### config.mk
export PLATFORM = sky130hd
export DESIGN_NAME = cl_to_axis_video
export DESIGN_NICKNAME = d
export VERILOG_FILES = /design/src/rtl/cl_video_pkg.sv /design/src/rtl/cl_axis_fifo.sv /design/src/rtl/cl_to_axis_video.sv
export SDC_FILE = /design/constraint.sdc
export NUM_CORES = 1
export LEC_CHECK = 0
export ABC_AREA = 0
export CORE_MARGIN = 10
export CORE_UTILIZATION = 35
export CTS_BUF_LIST = sky130_fd_sc_hd__clkbuf_4
export DETAILED_ROUTE_END_ITERATION = 8
export DONT_BUFFER_PORTS = 1
export PLACE_DENSITY_LB_ADDON = 0.25
export SLEW_MARGIN = 25
export SYNTH_ARGS = -nofsm -noshare
export SYNTH_HDL_FRONTEND = slang
export SYNTH_HIERARCHICAL = 1
export SYNTH_SLANG_ARGS = --single-unit
### constraint.sdc
create_clock -name CL_clk -period 2.5 [get_ports CL_clk]
set_clock_uncertainty 0.1 [all_clocks]
set_input_delay 0.5 -clock CL_clk [delete_from_list [all_inputs] [get_ports CL_clk]]
set_output_delay 0.5 -clock CL_clk [all_outputs]
set_load 0.01 [all_outputs]
### src/rtl/cl_video_pkg.sv
// Shared definitions for the Camera Link to AXI4-Stream video bridge:
// CL word bit positions, FSM state encoding and the FIFO entry layout.
package cl_video_pkg;

    localparam int unsigned CL_WORD_W   = 28;
    localparam int unsigned CL_DVAL_BIT = 26;
    localparam int unsigned CL_FVAL_BIT = 25;
    localparam int unsigned CL_LVAL_BIT = 24;
    localparam int unsigned CL_PIX_W    = 24;

    typedef enum logic [1:0] {
        WAIT_IDLE,
        WAIT_FRAME,
        IN_FRAME,
        DROP
    } cl_state_e;

    // FIFO entry, MSB first: {tuser, tlast, tdata}
    typedef struct packed {
        logic                tuser;
        logic                tlast;
        logic [CL_PIX_W-1:0] tdata;
    } cl_beat_t;

endpackage

### src/rtl/cl_axis_fifo.sv
// Synchronous first-word-fall-through FIFO.
// Ports: clk/rst_n (async active-low), wr_en/wr_data push, rd_en pop,
//        rd_data head entry (valid while !empty), full/empty flags.
// A write while full is accepted only if a read happens in the same cycle.
module cl_axis_fifo #(
    parameter int unsigned WIDTH = 26,
    parameter int unsigned DEPTH = 16
) (
    input  logic             clk,
    input  logic             rst_n,
    input  logic             wr_en,
    input  logic [WIDTH-1:0] wr_data,
    input  logic             rd_en,
    output logic [WIDTH-1:0] rd_data,
    output logic             full,
    output logic             empty
);
    localparam int unsigned AW = $clog2(DEPTH);
    localparam int unsigned PW = AW + 1;

    logic [WIDTH-1:0] mem_q [DEPTH];
    logic [WIDTH-1:0] mem_d [DEPTH];
    logic [PW-1:0]    wr_ptr_q, wr_ptr_d;
    logic [PW-1:0]    rd_ptr_q, rd_ptr_d;
    logic             do_wr_c, do_rd_c;

    // Extra pointer MSB distinguishes full from empty
    assign empty   = (wr_ptr_q == rd_ptr_q);
    assign full    = (wr_ptr_q[AW] != rd_ptr_q[AW]) &&
                     (wr_ptr_q[AW-1:0] == rd_ptr_q[AW-1:0]);
    assign rd_data = mem_q[rd_ptr_q[AW-1:0]];

    always_comb begin
        mem_d    = mem_q;
        wr_ptr_d = wr_ptr_q;
        rd_ptr_d = rd_ptr_q;
        do_rd_c  = rd_en & ~empty;
        do_wr_c  = wr_en & (~full | do_rd_c);
        if (do_wr_c) begin
            mem_d[wr_ptr_q[AW-1:0]] = wr_data;
            wr_ptr_d                = wr_ptr_q + PW'(1);
        end
        if (do_rd_c) begin
            rd_ptr_d = rd_ptr_q + PW'(1);
        end
    end

    always_ff @(posedge clk or negedge rst_n) begin
        if (!rst_n) begin
            for (int unsigned i = 0; i < DEPTH; i++) begin
                mem_q[i] <= '0;
            end
            wr_ptr_q <= '0;
            rd_ptr_q <= '0;
        end else begin
            mem_q    <= mem_d;
            wr_ptr_q <= wr_ptr_d;
            rd_ptr_q <= rd_ptr_d;
        end
    end

endmodule

### src/rtl/cl_to_axis_video.sv
// Camera Link base-config word to AXI4-Stream video (same clock domain).
// Ports: CL_clk, CL_rstn (async active-low), CL_data {spare,DVAL,FVAL,LVAL,pixel};
//        m_axis_* stream out (tuser = start of frame, tlast = end of line);
//        overflow sticky drop flag; frame_width/frame_height/stats_valid frame stats.
// Optional feature: define CL_FRAME_STATS_EN to build the frame size counters;
// otherwise the stats outputs are tied to 0.
module cl_to_axis_video
    import cl_video_pkg::*;
#(
    parameter int unsigned DATA_W     = 24,
    parameter int unsigned FIFO_DEPTH = 16,
    parameter int unsigned CNT_W      = 16
) (
    input  logic                 CL_clk,
    input  logic                 CL_rstn,
    input  logic [CL_WORD_W-1:0] CL_data,
    output logic [DATA_W-1:0]    m_axis_tdata,
    output logic                 m_axis_tvalid,
    input  logic                 m_axis_tready,
    output logic                 m_axis_tuser,
    output logic                 m_axis_tlast,
    output logic                 overflow,
    output logic [CNT_W-1:0]     frame_width,
    output logic [CNT_W-1:0]     frame_height,
    output logic                 stats_valid
);
    localparam int unsigned FIFO_W = DATA_W + 2;

    logic [DATA_W-1:0] r_pix_q, r_pix_d;
    logic              r_dval_q, r_dval_d, r_fval_q, r_fval_d, r_lval_q, r_lval_d;
    logic              r_vld_q, r_vld_d, prev_fval_q, prev_fval_d, prev_lval_q, prev_lval_d;
    cl_state_e         state_q, state_d;
    logic              sof_q, sof_d, ovf_q, ovf_d;
    logic              hold_vld_q, hold_vld_d, hold_tuser_q, hold_tuser_d;
    logic [DATA_W-1:0] hold_pix_q, hold_pix_d;
    logic              fval_rise_c, fval_fall_c, lval_fall_c;
    logic              start_c, pix_c, flush_c, push_c, drop_c;
    logic              fifo_wr_c, fifo_rd_c, fifo_full, fifo_empty;
    logic [FIFO_W-1:0] fifo_wdata_c, fifo_rdata;
    logic              unused_spare;

    assign unused_spare = CL_data[CL_WORD_W-1];

    // Input stage R and its one-cycle history for edge detection
    always_comb begin
        r_pix_d     = CL_data[DATA_W-1:0];
        r_dval_d    = CL_data[CL_DVAL_BIT];
        r_fval_d    = CL_data[CL_FVAL_BIT];
        r_lval_d    = CL_data[CL_LVAL_BIT];
        r_vld_d     = 1'b1;
        prev_fval_d = r_fval_q;
        prev_lval_d = r_lval_q;
    end

    assign fval_rise_c = r_fval_q & ~prev_fval_q;
    assign fval_fall_c = ~r_fval_q & prev_fval_q;
    assign lval_fall_c = ~r_lval_q & prev_lval_q;

    // Frame tracking, hold register and FIFO write control
    always_comb begin
        state_d      = state_q;
        sof_d        = sof_q;
        ovf_d        = ovf_q;
        hold_vld_d   = hold_vld_q;
        hold_tuser_d = hold_tuser_q;
        hold_pix_d   = hold_pix_q;

        // A pixel in the FVAL-rise cycle already belongs to the new frame
        start_c  = (state_q == WAIT_FRAME) && fval_rise_c;
        pix_c    = ((state_q == IN_FRAME) || start_c) && r_fval_q && r_lval_q && r_dval_q;
        flush_c  = (state_q == IN_FRAME) && hold_vld_q && (lval_fall_c || fval_fall_c);
        push_c   = hold_vld_q && (pix_c || flush_c);
        fifo_wdata_c = {hold_tuser_q, flush_c, hold_pix_q};
        fifo_wr_c    = push_c && (!fifo_full || fifo_rd_c);
        drop_c       = push_c && fifo_full && !fifo_rd_c;

        if (start_c) begin
            sof_d = 1'b1;
        end

        if (drop_c) begin
            hold_vld_d = 1'b0;
            ovf_d      = 1'b1;
        end else if (pix_c) begin
            hold_vld_d   = 1'b1;
            hold_pix_d   = r_pix_q;
            hold_tuser_d = sof_q || start_c;
            sof_d        = 1'b0;
        end else if (flush_c) begin
            hold_vld_d = 1'b0;
        end

        unique case (state_q)
            WAIT_IDLE:  if (r_vld_q && !r_fval_q) state_d = WAIT_FRAME;
            WAIT_FRAME: if (fval_rise_c)          state_d = IN_FRAME;
            IN_FRAME: begin
                if (fval_fall_c)  state_d = WAIT_FRAME;
                else if (drop_c)  state_d = DROP;
            end
            DROP:       if (fval_fall_c)          state_d = WAIT_FRAME;
            default:                              state_d = WAIT_IDLE;
        endcase
    end

    always_ff @(posedge CL_clk or negedge CL_rstn) begin
        if (!CL_rstn) begin
            r_pix_q      <= '0;
            r_dval_q     <= 1'b0;
            r_fval_q     <= 1'b0;
            r_lval_q     <= 1'b0;
            r_vld_q      <= 1'b0;
            prev_fval_q  <= 1'b0;
            prev_lval_q  <= 1'b0;
            state_q      <= WAIT_IDLE;
            sof_q        <= 1'b1;
            ovf_q        <= 1'b0;
            hold_vld_q   <= 1'b0;
            hold_tuser_q <= 1'b0;
            hold_pix_q   <= '0;
        end else begin
            r_pix_q      <= r_pix_d;
            r_dval_q     <= r_dval_d;
            r_fval_q     <= r_fval_d;
            r_lval_q     <= r_lval_d;
            r_vld_q      <= r_vld_d;
            prev_fval_q  <= prev_fval_d;
            prev_lval_q  <= prev_lval_d;
            state_q      <= state_d;
            sof_q        <= sof_d;
            ovf_q        <= ovf_d;
            hold_vld_q   <= hold_vld_d;
            hold_tuser_q <= hold_tuser_d;
            hold_pix_q   <= hold_pix_d;
        end
    end

    assign fifo_rd_c = m_axis_tready & ~fifo_empty;

    cl_axis_fifo #(
        .WIDTH (FIFO_W),
        .DEPTH (FIFO_DEPTH)
    ) u_fifo (
        .clk     (CL_clk),
        .rst_n   (CL_rstn),
        .wr_en   (fifo_wr_c),
        .wr_data (fifo_wdata_c),
        .rd_en   (fifo_rd_c),
        .rd_data (fifo_rdata),
        .full    (fifo_full),
        .empty   (fifo_empty)
    );

    assign {m_axis_tuser, m_axis_tlast, m_axis_tdata} = fifo_rdata;
    assign m_axis_tvalid = ~fifo_empty;
    assign overflow      = ovf_q;

`ifdef CL_FRAME_STATS_EN
    logic [CNT_W-1:0] line_px_q, line_px_d, line_cnt_q, line_cnt_d, first_w_q, first_w_d;
    logic [CNT_W-1:0] fw_q, fw_d, fh_q, fh_d;
    logic             first_done_q, first_done_d, stv_q, stv_d, line_close_c;

    // Per-line pixel count and per-frame non-empty line count, saturating
    always_comb begin
        line_px_d    = start_c ? '0 : line_px_q;
        line_cnt_d   = start_c ? '0 : line_cnt_q;
        first_done_d = start_c ? 1'b0 : first_done_q;
        first_w_d    = first_w_q;
        fw_d         = fw_q;
        fh_d         = fh_q;
        stv_d        = 1'b0;
        line_close_c = (state_q == IN_FRAME) && (lval_fall_c || fval_fall_c) && (line_px_q != '0);

        if (pix_c && (line_px_d != '1)) begin
            line_px_d = line_px_d + CNT_W'(1);
        end
        if (line_close_c) begin
            if (line_cnt_q != '1) line_cnt_d = line_cnt_q + CNT_W'(1);
            line_px_d = '0;
            if (!first_done_q) begin
                first_w_d    = line_px_q;
                first_done_d = 1'b1;
            end
        end
        // Publish only for a clean, non-empty frame
        if ((state_q == IN_FRAME) && fval_fall_c && !drop_c && (line_cnt_d != '0)) begin
            fw_d  = first_w_d;
            fh_d  = line_cnt_d;
            stv_d = 1'b1;
        end
    end

    always_ff @(posedge CL_clk or negedge CL_rstn) begin
        if (!CL_rstn) begin
            line_px_q    <= '0;
            line_cnt_q   <= '0;
            first_w_q    <= '0;
            first_done_q <= 1'b0;
            fw_q         <= '0;
            fh_q         <= '0;
            stv_q        <= 1'b0;
        end else begin
            line_px_q    <= line_px_d;
            line_cnt_q   <= line_cnt_d;
            first_w_q    <= first_w_d;
            first_done_q <= first_done_d;
            fw_q         <= fw_d;
            fh_q         <= fh_d;
            stv_q        <= stv_d;
        end
    end

    assign frame_width  = fw_q;
    assign frame_height = fh_q;
    assign stats_valid  = stv_q;
`else
    assign frame_width  = '0;
    assign frame_height = '0;
    assign stats_valid  = 1'b0;
`endif

endmodule

After elaboration in Yosys (flattened, before gate mapping)
Cells that the tools add are included.

word-level totals
  bits in registers = 486
  input bits = 31
  output and inout port bits = 61
  logic and storage cells = 104

cells by class
  add/subtract/negate cells = 2
  $lt $le $gt $ge = 3
  equality and inequality tests = 10
  multiplexer cells = 18
  bitwise gates (word level) = 15
  reduce and logical (&&, ||, !) cells = 25

operators with widths
  kind                                                      count
  bitwise mux 416 bit                                       1
  binary-select mux 26 bit (select 4 bit)                   1
  demux 26 bit (select 4 bit)                               1
  two-way mux 26 bit                                        3
  logical AND 1 bit                                         13
  adder 5 x 1 -> 5 bit, second input constant               2
  greater-or-equal comparator 5 bit, second input constant  2
  two-way mux 2 bit                                         5
  inverter 4 -> 5 bit                                       2
  one-hot mux 2 bit (4 select lines)                        1
  AND 1 bit                                                 6
  two-way mux 1 bit                                         6
  != test 2 bit, second input constant                      3
  inverter 1 bit                                            6
  == test 5 bit                                             1
  logical OR 1 bit                                          5
  < comparator 5 x 1 -> 1 bit, second input constant        1
  == test 2 bit, second input constant                      2
  == test 4 bit                                             1
  AND reduction 4 bit                                       1
  zero test 1 bit                                           3
  != test 3 bit, second input constant                      1
  nonzero test 3 bit                                        1
  == test 2 x 1 -> 1 bit, second input constant             1
  other kinds (4)                                           4

Logic depth before layout (Yosys ltp)
Gate-level depths: netlist of run 1.

  word-level depth = 14
  depth in mapped cells = 12
  gate-level depth less buffers = 10

Cells and area by module
The synthesis of run 1 kept the hierarchy.

modules (own cells, without submodules)
  module            instances  cells an instance  area an instance (µm²)  seq. area each (µm²)
  cl_axis_fifo      1          1,205              19,461.2                10,660.2
  cl_to_axis_video  1          162                2,423.6                 1,502.7

Worst setup path before layout of run 1
No wires, ideal clock.

  path kind = register to register
  start point = reg state_q[1]
  end point = reg u_fifo/mem_q[109] (netlist bit)
  setup time = 0.125 ns
  data arrival time = 2.407 ns
  data required time = 2.275 ns
  path slack = -0.131 ns
  cell stages (with the launch flop) = 12
  buffers on the path = 1
  period minus slack after synthesis = 2.631 ns
  cell sequence = dfrtp_1 > inv_1 > ha_1 > nor2b_4 > o2111ai_4 > nand2_1 > and3_1 > and2_1 > nand2_1 > a21oi_2 > buf_4 > mux2_2

on the way
  word-level cells in the longest chain between the ends = 10
  elaborated cells on any way between the ends = 13
  those cells by class = 2 x eq/ne; 1 x bitwise; 10 x reduce/logical

RTL lines
  item                             line                     source
  start, declared                  cl_to_axis_video.sv:32   cl_state_e state_q, state_d;
  start signal, assigned           cl_to_axis_video.sv:128  state_q <= state_d;
  == test 2 x 1 -> 1 bit           cl_to_axis_video.sv:69   start_c = (state_q == WAIT_FRAME) && fval_rise_c;
  logical AND 1 bit                cl_to_axis_video.sv:69
  logical OR 1 bit                 cl_to_axis_video.sv:70   pix_c = ((state_q == IN_FRAME) || start_c) && r_fval_q && r_lval_q && r_dval_q;
  logical AND 1 bit (3 in series)  cl_to_axis_video.sv:70
  logical OR 1 bit *               cl_to_axis_video.sv:72   push_c = hold_vld_q && (pix_c || flush_c);
  logical AND 1 bit *              cl_to_axis_video.sv:72
  logical AND 1 bit *              cl_to_axis_video.sv:74   fifo_wr_c = push_c && (!fifo_full || fifo_rd_c);
  net fifo_wr_c                    cl_to_axis_video.sv:38   logic fifo_wr_c, fifo_rd_c, fifo_full, fifo_empty;
  AND 1 bit *                      cl_axis_fifo.sv:38       do_wr_c = wr_en & (~full | do_rd_c);
  end signal, assigned             cl_axis_fifo.sv:56       mem_q <= mem_d;
  end, declared                    cl_axis_fifo.sv:21       logic [WIDTH-1:0] mem_q [DEPTH];

Mark *: on every way through the listed nets, which the timed path passes. The rest lies on a longest branch.
A chain may end at the register's enable or synchronous reset.

Worst setup path after layout of run 1
  start point = reg u_fifo.rd_ptr_q[0]
  end point = out m_axis_tdata[11]

on the way
  word-level cells in the longest chain between the ends = 4

RTL lines
  item                                                    line                    source
  start, declared                                         cl_axis_fifo.sv:24      logic [PW-1:0] rd_ptr_q, rd_ptr_d;
  start signal, assigned                                  cl_axis_fifo.sv:58      rd_ptr_q <= rd_ptr_d;
  inverter 4 -> 5 bit (implied by the code)               cl_axis_fifo.sv:31      assign rd_data = mem_q[rd_ptr_q[AW-1:0]];
  binary-select mux 26 bit (select 4 bit)                 cl_axis_fifo.sv:31
  two-way mux 26 bit (implied by the code) (2 in series)  cl_axis_fifo.sv:31
  end, declared                                           cl_to_axis_video.sv:17  output logic [DATA_W-1:0] m_axis_tdata,

No other way between the ends. The select of a mux whose other input is x is not followed.

==> impl_metrics.py, run 1 <==
metrics = {
    "power_and_ir_drop": {
        "p_leak_uw": 0.0134,
        "power.switching_uw": 8570,
        "p_int_uw": 17300,
        "irDropWorstVdd_v": 0.000582,
        "combPwrFrac": 0.315,
        "p_clk_frac": 0.272,
        "p_total_uw": 25800,
        "power_density_nw_per_um2": 901,
        "p_seq_frac": 0.412,
        "switching_share": 0.332,
    },
    "worst_setup_path": {
        "crit_type": "flop to primary output",
        "crit_path_start_kind": "flop",
        "path_cells": "buf_12 > buf_12 > buf_12 > mux4_2 > a22oi_2 > nand2_1 > buf_6",
        "slowest_delay_ns": 0.49,
        "arrival_ns": 2.77,
        "critical_path_required_ns": 1.90,
        "rr_worst_depth": 16,
        "rr_endpoint": "u_fifo/mem_q[309]$_DFFE_PN0P_",
        "cp_common_cell": "buf_12",
        "crit_slowest_cell": "dfrtp_4",
        "rr_startpoint": "u_fifo/rd_ptr_q[0]$_DFFE_PN0P_",
        "ff2ff_setup_slack_ns": -0.60,
        "endpoint_kind": "primary output",
        "crit_start": "u_fifo/rd_ptr_q[0]$_DFFE_PN0P_",
        "crit_fanout": 7,
    },
    "synth": {
        "synthMuxAreaShare": 0.340,
        "synth_warnings": 6,
        "post_synth_and_or_nand_nor_area_fraction": 0.0172,
        "synthCells": 1367,
        "synth_area_per_cell_um2": 16.0,
        "synth.distinct_cells": 48,
        "ys.flop_type": "dfrtp_1",
        "synthesis.area_um2": 21900,
        "ys_seq_area_frac": 0.556,
        "synth-compound-area-share": 0.0336,
        "ys_ff_latch": 486,
        "synth_edf_count": 0,
        "synthAdderAreaFrac": 0.00572,
        "synth-async-reset-ratio": 1.00,
        "synth_xor_area_frac": 0.00560,
        "synth_top_family_by_area": "multiplexers",
    },
    "routing": {
        "vias": 13100,
        "drt_iter0_drc": 910,
        "wl_um": 63500,
        "final_antenna_net_count": 0,
        "drc": 0,
        "vias_per_cell": 5.09,
        "drtPass1Iterations": 4,
        "wl_per_cell_um": 24.7,
    },
    "place": {
        "port_buffers": 0,
        "gp_congestion": 0.715,
        "dp_hpwl_um": 31500,
    },
    "floorplanning": {
        "rows": 91,
        "ioPinCount": 92,
        "die_area_um2": 72900,
        "die_x_um": 270,
        "coreArea_um2": 61800,
        "die_h_um": 270,
        "initial_utilization": 0.354,
    },
    "timing": {
        "fin_crit_sh": 1.35,
        "final-setup-viol-count": 471,
        "slew_violations": 0,
        "holdWs_ns": -0.874,
        "rsz0062_at_grt": "yes",
        "hold_viol": 486,
        "worstMarginPinSlew_ns": 0.868,
        "fin_crit_ns": 3.37,
        "setup_slack_ns": -0.869,
        "fmax_mhz": 297,
        "tns_ns": -227.64,
        "slew_headroom": 0.421,
    },
    "clock_tree": {
        "clk_pin_slew_ns": 0.07,
        "cts_tree": "built",
        "postCtsHoldBufs": 55,
        "clk_latency_ns": 0.98,
        "cts.sinks": 486,
        "clk_path_buf_depth": 3,
        "htree_levels": 4,
        "root_buffer": "clkbuf_4",
        "numCtsBuffers": 135,
    },
    "final_layout": {
        "layout-drive-gt1-share": 0.614,
        "final_core_utilization": 0.464,
        "nets": 1686,
        "n_fill_cell": 5350,
        "area_growth_pct": 31.0,
    },
    "job": {
        "drv_cap": 0,
    },
    "outcome": {
        "violations": "hold timing, setup timing",
        "status": "complete, but fails checks",
    },
    "grt": {
        "grt_pass1_vias": 13900,
        "grt_max_degree": 487,
        "grt_pass1_wl_um": 88700,
        "gr-total-overflow": 0,
        "antenna_found_initial": 2,
        "track_usage": 0.161,
    },
    "worst_hold_path": {
        "min_path_type": "input port to asynchronous set/reset pin",
    },
}
critical path: cells and delay by family, from the launching register on:
| family | cells | cell delay, ns |
|---|---|---|
| simple gates | 1 | 0.11 |
| mux | 1 | 0.42 |
| flops | 1 | 0.49 |
| compound gates | 1 | 0.19 |
| buf+inv | 4 | 0.59 |
worst max-delay path by stage:
stage	slack (ns)	endpoint	cells after the start
after floorplan	-0.07	u_fifo/mem_q[376]$_DFFE_PN0P_	11
after global placement	-0.09	u_fifo/mem_q[155]$_DFFE_PN0P_	11
after detailed placement	-0.12	u_fifo/mem_q[155]$_DFFE_PN0P_	11
after CTS	-0.97	m_axis_tdata[11]	7
after global routing	-0.97	m_axis_tuser	6
final	-0.87	m_axis_tdata[11]	7
power by group through the flow:
stage,logic [µW],clock network (µW),registers (µW)
floorplan,4680,0,9810
global placement,6200,0,10600
detailed placement,6260,0,10700
CTS,7260,7290,10600
global route,8590,7740,10900
finish,8150,7030,10600
metal layers:
| metal | track usage | share of wire | up-vias |
|---|---|---|---|
| li1 | - | - | 5598 |
| met1 | 0.214 | 0.46 | 7044 |
| met2 | 0.250 | 0.46 | 329 |
| met3 | 0.0389 | 0.051 | 108 |
| met4 | 0.0645 | 0.028 | 0 |
| met5 | 0 | 0 | - |
flip-flops by register name, summed over array words and instances (netlist names), 2 cells and up:
name	flops
hold_pix_q	24
u_fifo/wr_ptr_q	5
u_fifo/mem_q	416
u_fifo/rd_ptr_q	5
state_q	2
r_pix_q	24
final cells by class:
cell class	count	area, µm²	area share
tap	837	1050	0.0365
antenna	4	10.0	0.000349
clock inverter	28	166	0.00580
inverter	11	46.3	0.00161
clock buffer	191	1430	0.0500
multi-input combinational	768	10200	0.355
timing repair buffer	243	3620	0.126
sequential	486	12200	0.424
synth_stat cells (2+ instances only):
master / count / area [µm²]
nand2b_1: 4 / 25.0
buf_8: 3 / 45.0
mux2_2: 414 / 4660
conb_1: 2 / 7.51
mux2_1: 2 / 22.5
and3_1: 3 / 18.8
inv_1: 11 / 41.3
dfrtp_1: 485 / 12100
mux2i_1: 2 / 20.0
a21oi_4: 8 / 130
xor2_1: 4 / 35.0
buf_1: 2 / 7.51
buf_6: 15 / 169
buf_4: 51 / 383
clkbuf_1: 46 / 173
ha_1: 10 / 125
mux4_2: 104 / 2340
xnor2_1: 10 / 87.6
nand2_1: 48 / 180
buf_2: 14 / 70.1
mux2_4: 26 / 390
and2_1: 6 / 37.5
o211ai_1: 2 / 15.0
a21o_1: 2 / 15.0
clkbuf_2: 2 / 10.0
nor2_1: 6 / 22.5
a21oi_1: 2 / 10.0
nor2b_1: 4 / 25.0
a21oi_2: 8 / 70.1
o21ai_0: 2 / 10.0
a22oi_1: 52 / 390
logic make-up after synthesis:
logic type      Yosys count
xor+xnor                 14
mux                     548
other cells               2
fa+ha+maj                10
buf+inv                 145
compound gates           85
simple gates             77
flops                   486
what timing repair did:
action                                  CTS  global route
resized for setup                       174           221
setup buffers                            37            26
cloned                                   19            20
endpoints found under the hold margin   518           486
pin swaps                                26            20
endpoints found under the setup margin  421           452
through the flow:
stage               instances  setup WS (ns)  instance area (µm²)
floorplan                1399        -0.0666                22200
global placement         2201        -0.0901                23600
detailed placement       2201         -0.119                23600
CTS                      2529         -0.970                27300
global route             2568         -0.972                28700
finish                   2568         -0.869                28700
cell usage in the layout, fill, tap and decap left out, types with 5 or more instances in the layout:
cell             n
conb_1          34
a22oi_2         40
buf_8           11
xnor2_1          6
nand2_2         26
inv_2            5
mux2_2         220
clkbuf_4       191
buf_12          58
ha_1             9
buf_16          19
mux2_4         222
clkbuf_16       19
a21oi_4         16
mux4_2         104
buf_4           51
nand2_1          7
buf_6           29
clkinv_1        19
nand2_4         15
a22oi_1         12
dlygate4sd3_1   55
inv_1            9
dfrtp_1        483
Power figures use the tool's default switching activity.
==> inputs of run 2 (changes only) <==
--- a/config.mk
+++ b/config.mk
@@ -11,6 +11,7 @@
 export CTS_BUF_LIST = sky130_fd_sc_hd__clkbuf_4
 export DETAILED_ROUTE_END_ITERATION = 8
 export DONT_BUFFER_PORTS = 1
+export MAX_ROUTING_LAYER = met4
 export PLACE_DENSITY_LB_ADDON = 0.25
 export SLEW_MARGIN = 25
 export SYNTH_ARGS = -nofsm -noshare
==> run 2 against run 1 <==
Effect of this change:
- the run ends with hold timing, slew limit, setup timing left
- via count shrank 0.52%
- global-route usage grew 0.47 points
- wire length shrank 2.7%
- power fell by 0.63%
- maximum frequency decreased by 0.18%
- non-clock buffer count decreased by 10
- final cell count shrank 0.27%
- sequential cell count unchanged
- critical path type unchanged
- largest cell class unchanged
- highest routed layer unchanged
==> impl_metrics.py, run 2 (synthesized netlist as in run 1, its figures left out) <==
metrics = {
    "clock_tree": {
        "root_buffer": "clkbuf_4",
        "cts.sinks": 486,
        "clk_path_buf_depth": 3,
        "clk_latency_ns": 0.98,
        "postCtsHoldBufs": 55,
        "clk_pin_slew_ns": 0.06,
        "numCtsBuffers": 135,
        "cts_tree": "built",
        "htree_levels": 4,
    },
    "final_layout": {
        "regMostFlops": "u_fifo/mem_q",
        "largest_reg_flops": 416,
        "layout-drive-gt1-share": 0.610,
        "area_growth_pct": 29.4,
        "nets": 1676,
        "final_cell_mix": "dfrtp_1 (483), mux2_2 (244), mux2_4 (197)",
        "reg_top3": "u_fifo/mem_q: 416 flops, hold_pix_q: 24 flops, r_pix_q: 24 flops",
        "layout_commonest_cell": "dfrtp_1",
    },
    "power_and_ir_drop": {
        "p_leak_uw": 0.0132,
        "combPwrFrac": 0.313,
        "p_seq_frac": 0.414,
        "irDropWorstVdd_v": 0.000570,
        "p_clk_frac": 0.273,
        "power.switching_uw": 8470,
        "p_total_uw": 25700,
        "switching_share": 0.330,
        "p_int_uw": 17200,
        "power_density_nw_per_um2": 906,
    },
    "timing": {
        "fmax_mhz": 296,
        "fin_crit_ns": 3.38,
        "holdWs_ns": -0.865,
        "setup_slack_ns": -0.876,
        "rsz0062_at_grt": "yes",
        "hold_viol": 485,
        "final-setup-viol-count": 471,
        "fin_crit_sh": 1.35,
        "tns_ns": -223.25,
        "slew_headroom": -0.0144,
        "slew_violations": 46,
        "worstMarginPinSlew_ns": 1.52,
    },
    "floorplanning": {
        "die_x_um": 270,
        "die_area_um2": 72900,
        "rows": 91,
        "coreArea_um2": 61800,
        "initial_utilization": 0.354,
        "ioPinCount": 92,
        "die_h_um": 270,
    },
    "outcome": {
        "status": "complete, but fails checks",
        "violations": "hold timing, slew limit, setup timing",
    },
    "routing": {
        "drt-met1-wl_um": 28500,
        "drc": 0,
        "drtPass1Iterations": 5,
        "drt_iter0_drc": 821,
        "vias_per_cell": 5.08,
        "final_antenna_net_count": 0,
        "met2_length_um": 28900,
        "met3_length_um": 2750,
        "wl_um": 61800,
        "vias": 13000,
        "top_layer": "met4",
        "wl_per_cell_um": 24.1,
    },
    "place": {
        "gp_congestion": 0.723,
        "port_buffers": 0,
        "dp_hpwl_um": 31500,
        "place_ws_ns": -0.119,
    },
    "worst_setup_path": {
        "path_cells": "buf_12 > buf_12 > buf_12 > mux4_2 > a22oi_2 > nand2_1 > buf_6",
        "critical_path_required_ns": 1.90,
        "crit_buf_inv": 4,
        "arrival_ns": 2.78,
        "cp_common_cell": "buf_12",
        "crit_slowest_cell": "dfrtp_4",
        "crit_type": "flop to primary output",
        "cpLargestDelayFamily": "buffers and inverters",
        "endpoint_kind": "primary output",
        "crit_path_start_kind": "flop",
        "slowest_delay_ns": 0.49,
        "crit_fanout": 7,
    },
    "grt": {
        "grt_max_degree": 487,
        "antenna_found_initial": 3,
        "gr-total-overflow": 0,
        "grt_pass1_wl_um": 88700,
        "track_usage": 0.166,
        "grt_pass1_vias": 13900,
    },
    "job": {
        "drv_cap": 0,
    },
    "worst_hold_path": {
        "min_path_type": "input port to asynchronous set/reset pin",
    },
}
run 2: cell type report:
cell class                 instances  area (µm²)
fill                            5395       33500
sequential                       486       12200
multi-input combinational        768       10100
timing repair buffer             233        3370
clock buffer                     191        1430
tap                              837        1050
clock inverter                    28         166
inverter                          11        46.3
antenna                            7        17.5
run 2: what timing repair did:
item / CTS / global route
endpoints found under the setup margin: 421 / 452
buffers inserted: 37 / 23
pin swaps: 26 / 20
gates resized for setup: 174 / 187
gates cloned: 19 / 13
endpoints found under the hold margin: 518 / 486
run 2: stage by stage:
stage | util | cell area, µm² | cells
6_report | 0.458 | 28300 | 2561
5_1_grt | 0.458 | 28300 | 2561
4_1_cts | 0.442 | 27300 | 2529
3_5_place_dp | 0.382 | 23600 | 2201
3_3_place_gp | 0.382 | 23600 | 2201
2_1_floorplan | - | 22200 | 1399
run 2: worst reg2reg max path, delay by kind of cell, from the launching register on:
family	cells	cell delay, ns
and+or+nand+nor	7	0.93
DFF	1	0.49
buffers and inverters	6	0.75
muxes	1	0.31
AOI/OAI and AO/OA	1	0.25
xor gates and xnor gates	1	0.13
run 2: metal layers:
metal / vias to the layer above / GRT usage
met1: 7053 / 0.215
met2: 276 / 0.250
met4: 0 / 0.0679
met5: - / -
met3: 104 / 0.0364
li1: 5578 / -
run 2: power by group through the flow:
stage,sequential [µW],clock (µW),combinational [µW]
floorplan,9810,0,4680
global placement,10600,0,6200
detailed placement,10700,0,6260
CTS,10600,7290,7260
global route,10900,7740,8470
finish,10600,7000,8030
run 2: worst paths after layout:
kind	startpoint	to	slack [ns]	depth (start not counted)
min in group CL_clk	r_pix_q[22]$_DFF_PN0_	hold_pix_q[22]$_DFFE_PN0P_	0.37	1
min	CL_rstn	u_fifo/mem_q[3]$_DFFE_PN0P_	-0.86	0
min reg2reg	r_pix_q[22]$_DFF_PN0_	hold_pix_q[22]$_DFFE_PN0P_	0.37	1
max reg2reg	u_fifo/rd_ptr_q[0]$_DFFE_PN0P_	u_fifo/mem_q[309]$_DFFE_PN0P_	-0.60	16
max in group asynchronous	CL_rstn	u_fifo/rd_ptr_q[1]$_DFFE_PN0P_	1.78	0
max	u_fifo/rd_ptr_q[0]$_DFFE_PN0P_	m_axis_tdata[11]	-0.88	7
